$ cat config.mk
export PLATFORM = sky130hd
export DESIGN_NAME = riscv_tag_exception_ctrl
export DESIGN_NICKNAME = d
export VERILOG_FILES = /design/src/rtl/riscv_tag_exception_ctrl.sv
export SDC_FILE = /design/constraint.sdc
export NUM_CORES = 1
export LEC_CHECK = 0
export BUFFER_PORTS_ARGS = -buffer_cell sky130_fd_sc_hd__buf_4
export CAP_MARGIN = 20
export CORE_MARGIN = 4
export CORE_UTILIZATION = 30
export DETAILED_ROUTE_END_ITERATION = 16
export PLACE_DENSITY = 0.61
export SYNTH_ARGS = -nofsm -noshare
export SYNTH_HDL_FRONTEND = slang
export SYNTH_SLANG_ARGS = --single-unit
$ cat constraint.sdc
create_clock -name clk -period 5.4 [get_ports clk]
set_clock_uncertainty 0.1 [all_clocks]
set_input_delay 0.54 -clock clk [delete_from_list [all_inputs] [get_ports clk]]
set_output_delay 0.54 -clock clk [all_outputs]
set_load 0.03 [all_outputs]
$ cat src/rtl/riscv_tag_exception_ctrl.sv
// Tag-violation back end: qualifies the raw tag exception, latches PC/instr/cause, holds a request
// to the controller until ack, then pulses flush; ID is stalled (halt) from capture+1 until flush ends.
module riscv_tag_exception_ctrl #(
  parameter int CNT_WIDTH = 16
) (
  input  logic                 clk,
  input  logic                 rst,
  input  logic                 enable_i,
  input  logic                 tag_exc_i,
  input  logic [2:0]           hit_i,
  input  logic                 id_valid_i,
  input  logic [31:0]          pc_id_i,
  input  logic [31:0]          instr_id_i,
  input  logic                 exc_ack_i,
  input  logic                 cnt_clear_i,
  output logic                 kill_o,
  output logic                 halt_id_o,
  output logic                 exc_req_o,
  output logic [31:0]          exc_pc_o,
  output logic [31:0]          exc_instr_o,
  output logic [2:0]           exc_cause_o,
  output logic                 flush_o,
  output logic                 missed_o,
  output logic [CNT_WIDTH-1:0] exc_cnt_o
);

  typedef enum logic [1:0] {
    IDLE  = 2'd0,
    REQ   = 2'd1,
    FLUSH = 2'd2
  } state_t;

  localparam logic [CNT_WIDTH-1:0] CNT_ONE = {{(CNT_WIDTH-1){1'b0}}, 1'b1};
  localparam logic [CNT_WIDTH-1:0] CNT_MAX = {CNT_WIDTH{1'b1}};

  state_t               state_q, state_d;
  logic [31:0]          pc_q, pc_d;
  logic [31:0]          instr_q, instr_d;
  logic [2:0]           cause_q, cause_d;
  logic [CNT_WIDTH-1:0] cnt_q, cnt_d;
  logic                 missed_q, missed_d;

  logic qual;
  logic capture;

  assign qual    = enable_i & tag_exc_i & id_valid_i;
  assign capture = qual & (state_q == IDLE);

  always_ff @(posedge clk or posedge rst) begin
    if (rst) begin
      state_q  <= IDLE;
      pc_q     <= '0;
      instr_q  <= '0;
      cause_q  <= '0;
      cnt_q    <= '0;
      missed_q <= 1'b0;
    end else begin
      state_q  <= state_d;
      pc_q     <= pc_d;
      instr_q  <= instr_d;
      cause_q  <= cause_d;
      cnt_q    <= cnt_d;
      missed_q <= missed_d;
    end
  end

  always_comb begin
    state_d = state_q;
    case (state_q)
      IDLE:    if (capture)   state_d = REQ;
      REQ:     if (exc_ack_i) state_d = FLUSH;
      FLUSH:   state_d = IDLE;
      default: state_d = IDLE;
    endcase
  end

  // Capture fields and bookkeeping; a clear coinciding with a capture still counts that capture.
  always_comb begin
    pc_d     = pc_q;
    instr_d  = instr_q;
    cause_d  = cause_q;
    cnt_d    = cnt_q;
    missed_d = missed_q;
    if (capture) begin
      pc_d    = pc_id_i;
      instr_d = instr_id_i;
      cause_d = hit_i;
    end
    if (cnt_clear_i) begin
      cnt_d    = capture ? CNT_ONE : '0;
      missed_d = 1'b0;
    end else begin
      if (capture && (cnt_q != CNT_MAX)) cnt_d = cnt_q + CNT_ONE;
      if (qual && (state_q != IDLE))     missed_d = 1'b1;
    end
  end

  // Moore decode of the state flop, so these drop as soon as reset hits the state register.
  always_comb begin
    exc_req_o = 1'b0;
    halt_id_o = 1'b0;
    flush_o   = 1'b0;
    case (state_q)
      REQ: begin
        exc_req_o = 1'b1;
        halt_id_o = 1'b1;
      end
      FLUSH: begin
        flush_o   = 1'b1;
        halt_id_o = 1'b1;
      end
      default: ;
    endcase
  end

  assign kill_o      = capture;
  assign exc_pc_o    = pc_q;
  assign exc_instr_o = instr_q;
  assign exc_cause_o = cause_q;
  assign exc_cnt_o   = cnt_q;
  assign missed_o    = missed_q;

endmodule
# After elaboration in Yosys (flattened, before gate mapping)
# Index checks and enable logic that the tools add are counted.
# totals
register_bits	86
elab_cells	34
# classes
bitwise_logic	3
n_addsub	1
n_mux	11
n_eq_ne	5
reduce_logical	8
# op_table
operator	count
16-bit two-way mux	2
16-bit by 1-bit adder with 16-bit output (second input constant)	1
16-bit != test (second input constant)	1
1-bit two-way mux	6
2-bit nonzero test	3
2-bit two-way mux	2
2-bit != test (second input constant)	2
2-bit one-hot mux with 2 select lines	1
1-bit bitwise AND	3
2-bit by 1-bit == test with 1-bit output (second input constant)	1
2-bit == test (second input constant)	1
1-bit logical AND	2
2-bit zero test	1
2-bit AND reduction	1
2-bit OR reduction	1

# Logic depth before layout (Yosys ltp)
# depth
ltp_word	6
depth_mapped	7
depth_no_buf	6

# Worst setup path after synthesis
# No wires, ideal clock.
# synth_timing
path_kind	register to register
startpoint	register state_q[0]
endpoint	register cnt_q[9] (netlist: exc_cnt_o[9])
required_ns	5.222
n_path_buf	1
period_less_slack_ns	2.281
path_stages_with_launch	8
setup_ns	0.078
setup_slack_ns	3.119
t_arrival_ns	2.103
cell_sequence	dfrtp_1 inv_1 ha_1 nand4_4 or4_1 buf_2 or4_1 a21oi_1
# synth_between
elab_chain_cells	4
# synth_lines
element	line	rtl
start: declaration	36	state_t state_q, state_d;
start signal: assignment	58	state_q <= state_d;
2-bit zero test	47	assign capture = qual & (state_q == IDLE);
1-bit bitwise AND	47	
1-bit logical AND	93	if (capture && (cnt_q != CNT_MAX)) cnt_d = cnt_q + CNT_ONE;
2-bit nonzero test (no line)	--	
end signal: assignment	62	cnt_q <= cnt_d;
end: declaration	40	logic [CNT_WIDTH-1:0] cnt_q, cnt_d;
# No other way between the ends.
# A chain may end at the register's enable or synchronous reset.

# Worst setup path in the final report
# layout_timing
startpoint	register state_q[0]
endpoint	output port kill_o
# layout_between
elab_chain_cells	2
# layout_lines
element	line	rtl
2-bit zero test	47	
1-bit bitwise AND	47	
end: declaration	16	output logic kill_o,
# No other way between the ends.

==> flow_summary.rst <==
.. list-table::
   :header-rows: 1

   * - Metric
     - Value
   * - TritonCTS clock tree
     - yes
   * - Async SR Flop Fraction
     - 1.000
   * - Non-filler instance count after layout
     - a little over 700
   * - Sum of routed wire length over all layers
     - 9993 µm
   * - Top fanout value on the critical path
     - 51
   * - Arrival time of data at the critical path endpoint
     - 2.65 ns
   * - Kind of end point of the critical path
     - primary output
   * - Total inserted antenna cells
     - 0
   * - Setup bufs post-CTS
     - 0
   * - Tmin final
     - 3.294 ns
   * - Clock latency reported for the late side of the worst-skew pair
     - 0.33 ns
   * - Worst-Margin Slew
     - 0.9595 ns
   * - Maximum achievable frequency
     - ~300 MHz
   * - Final Hold Violating Endpoints
     - 0
   * - DR vias
     - 3295
   * - Summed negative setup slack over all endpoints
     - 0 ns
   * - Share of layout cells above drive strength 1
     - 0.3286
   * - Part of the total power dissipated in combinational logic
     - 0.446
   * - Routed length per instance
     - 14.09 µm
   * - Vias per cell
     - 4.647
   * - First-pass detailed-route iteration total
     - 4
   * - Number of synthesis warnings
     - 0
   * - Leak pwr
     - 0.002778 µW
   * - Tightest slew margin relative to the limit
     - 0.3550
   * - Average cell area after synthesis
     - 8.872 µm²
   * - Number of setup violations in the final report
     - 0
   * - Remaining antenna violation count after routing
     - 0
   * - Root buffer cell
     - sky130_fd_sc_hd__clkbuf_16
   * - Antenna violations before repair
     - 0
   * - Worst slack, placed
     - 2.418 ns
   * - FF-to-FF setup slack
     - approximately 2.5 ns
   * - Number of synthesized flops with an enable pin
     - 0
   * - Aggregate global-route resource usage
     - 0.1445
   * - Via count of the first global-routing pass
     - 3238
   * - Highest ir drop seen on vdd
     - 0.2635 mV
   * - Residual DRC count
     - 0
   * - Die Y
     - 117.7 µm
   * - Unrepaired setup endpoints after global routing
     - no
   * - Drt first-iter violations
     - 224
   * - Yosys reg bits
     - 86
   * - Number of clock buffers inserted by TritonCTS
     - 9
   * - Switching component of the power
     - 1236 µW
   * - Buffer levels on the longest clock path
     - 2
   * - Fin area
     - 0.005261 mm²
   * - Result of the run
     - completed
   * - Die X
     - between 100 and 150 µm
   * - Hold bufs inserted after CTS
     - 0
   * - Area growth from synthesis to layout
     - 45.70%
   * - Max-slew violation count
     - 0
   * - Synth cell types
     - 27
   * - Largest net degree at the start of global routing
     - between 80 and 90
   * - Switching Fraction
     - 0.4158
   * - Number of clock sinks
     - 86
   * - Worst Reg-to-Reg Cells
     - 8
   * - Synthesized net count
     - a little under 500
   * - Post-detailed-placement half-perimeter wirelength
     - about 7200 µm
   * - Most frequently used flop master after synthesis
     - sky130_fd_sc_hd__dfrtp_1
   * - Fillers
     - 1149
   * - Post-synthesis cell area
     - 0.003611 mm²
   * - Highest-count cells in the layout ignoring fill and taps
     - 211 x sky130_fd_sc_hd__nand2_1, 164 x sky130_fd_sc_hd__buf_4, 86 x sky130_fd_sc_hd__dfrtp_1
   * - Critical path launch point type
     - flop
   * - Global route total overflow
     - 0
   * - Port buffer count
     - 161
   * - Worst Hold Class
     - input pin to async pin
   * - Max-cap check violation count
     - 0
   * - First-pass GRT wire length
     - around 17000 µm
   * - Total die area
     - approximately 0.014 mm²
   * - Clock-pin slew on the worst setup and hold paths
     - 0.06 ns
   * - Part of the Yosys area used for sequential elements
     - 0.5960
   * - Required time at the worst-slack endpoint
     - 4.76 ns
   * - Syn Inst Count
     - 407
   * - FF-to-FF Start
     - state_q[0]
   * - Std-Cell Rows
     - 39
   * - Nets
     - 644
   * - Deepest level of the CTS H-tree
     - 3
   * - Internal
     - 1736 µW
   * - Pwr Density
     - ~560 mW/mm²
   * - Worst setup slack after layout
     - 2.106 ns
   * - Clock network fraction of design power
     - 0.200
   * - Placed inst area
     - 0.004956 mm²
   * - Final period util
     - 0.6099
   * - Placed cells
     - between 600 and 700
   * - RD Place Congestion
     - around 0.75
   * - Type of the setup path with the least slack
     - flop to primary output
   * - Leading cell type in the layout, fill and taps excluded
     - sky130_fd_sc_hd__nand2_1
   * - Number of gates given a new drive strength after cts
     - 0
   * - Relative contribution of sequential cells to total power
     - 0.355
   * - Starting Density
     - 0.3109
   * - End of the worst register-to-register path
     - exc_pc_o[6]
   * - Area of the placeable core
     - approximately 0.012 mm²
   * - I/O pin total
     - 162
-- area by class of cell --
| cell class | count | area [µm²] | share of cell area |
|---|---|---|---|
| inverters | 5 | 20.02 | 0.003805 |
| flip-flops and latches | 86 | 2152 | 0.4090 |
| multi-input cells | 297 | 1374 | 0.2611 |
| clock inverters | 2 | 35.03 | 0.006659 |
| clock buffers | 11 | 242.7 | 0.04614 |
| repair buffers | 165 | 1259 | 0.2392 |
| well taps | 143 | 178.9 | 0.03401 |
-- flip-flops by register name (all words and copies together), names as in the netlist --
signal	flops
exc_cause_o	3
missed_o	1
exc_instr_o	32
exc_pc_o	32
state_q	2
exc_cnt_o	16
-- Yosys cell counts, drive strengths merged (4+ instances only) --
cell type  count  share of area
nand3         10          0.014
nor2b          4         0.0069
nand4          4          0.011
or3            5         0.0087
clkbuf        18          0.019
dfrtp         86           0.60
ha             6          0.021
nand2        211           0.22
o31ai          7          0.015
inv            5         0.0052
nor2           7         0.0073
a21oi         13          0.018
or4            8          0.017
o21ai          7         0.0097
-- how the worst max path moves through the flow --
stage                           to  depth (start not counted)       start  slack [ns]
floorplan           exc_cause_o[0]                          1         rst        2.54
global placement            kill_o                          6  state_q[0]        2.47
detailed placement    exc_pc_o[14]                          8  state_q[0]        2.42
CTS                         kill_o                          6  state_q[0]        2.06
global route                kill_o                          6  state_q[1]        1.85
finish                      kill_o                          6  state_q[0]        2.11
-- worst max-delay path, stage by stage (launching register included) --
cell	delay (ns)
sky130_fd_sc_hd__dfrtp_1	0.40
sky130_fd_sc_hd__inv_1	0.12
sky130_fd_sc_hd__ha_1	0.24
sky130_fd_sc_hd__nand4_4	0.40
sky130_fd_sc_hd__buf_4	0.45
sky130_fd_sc_hd__inv_2	0.41
sky130_fd_sc_hd__buf_4	0.25
-- layer usage --
| metal | global-route usage | vias up | share of wire |
|---|---|---|---|
| li1 | - | 1622 | - |
| met1 | 0.1885 | 1536 | 0.43 |
| met2 | 0.2239 | 124 | 0.48 |
| met3 | 0.05430 | 13 | 0.084 |
| met4 | 0.04396 | 0 | 0.015 |
| met5 | 0 | - | 0 |
-- metrics by stage --
step | utilization | total power, µW | hold WS, ns
2_1_floorplan | - | 1833 | 0.4802
3_3_place_gp | 0.4267 | 2378 | 0.3601
3_5_place_dp | 0.4267 | 2405 | 0.3638
4_1_cts | 0.4507 | 3017 | 0.2847
5_1_grt | 0.4530 | 3161 | 0.2852
6_report | 0.4530 | 2972 | 0.2510
-- power by group through the flow --
stage / logic, µW / clock network (µW) / registers, µW
detailed placement: 1350 / 0 / 1060
floorplan: 302 / 0 / 1530
CTS: 1340 / 616 / 1060
global route: 1420 / 647 / 1090
global placement: 1320 / 0 / 1060
finish: 1320 / 594 / 1050
-- kinds of logic (layout without fill, tap and decap cells) --
| family | Yosys count | after routing | synth area share |
|---|---|---|---|
| adder cells (fa/ha/maj) | 6 | 6 | 0.02079 |
| AO/OA/AOI/OAI | 30 | 30 | 0.04920 |
| flip-flops | 86 | 86 | 0.5960 |
| buffers and inverters | 24 | 183 | 0.02529 |
| multiplexers | 2 | 2 | 0.006237 |
| AND/OR/NAND/NOR | 259 | 259 | 0.3025 |
Note: power is estimated with default switching activity, not from simulation.
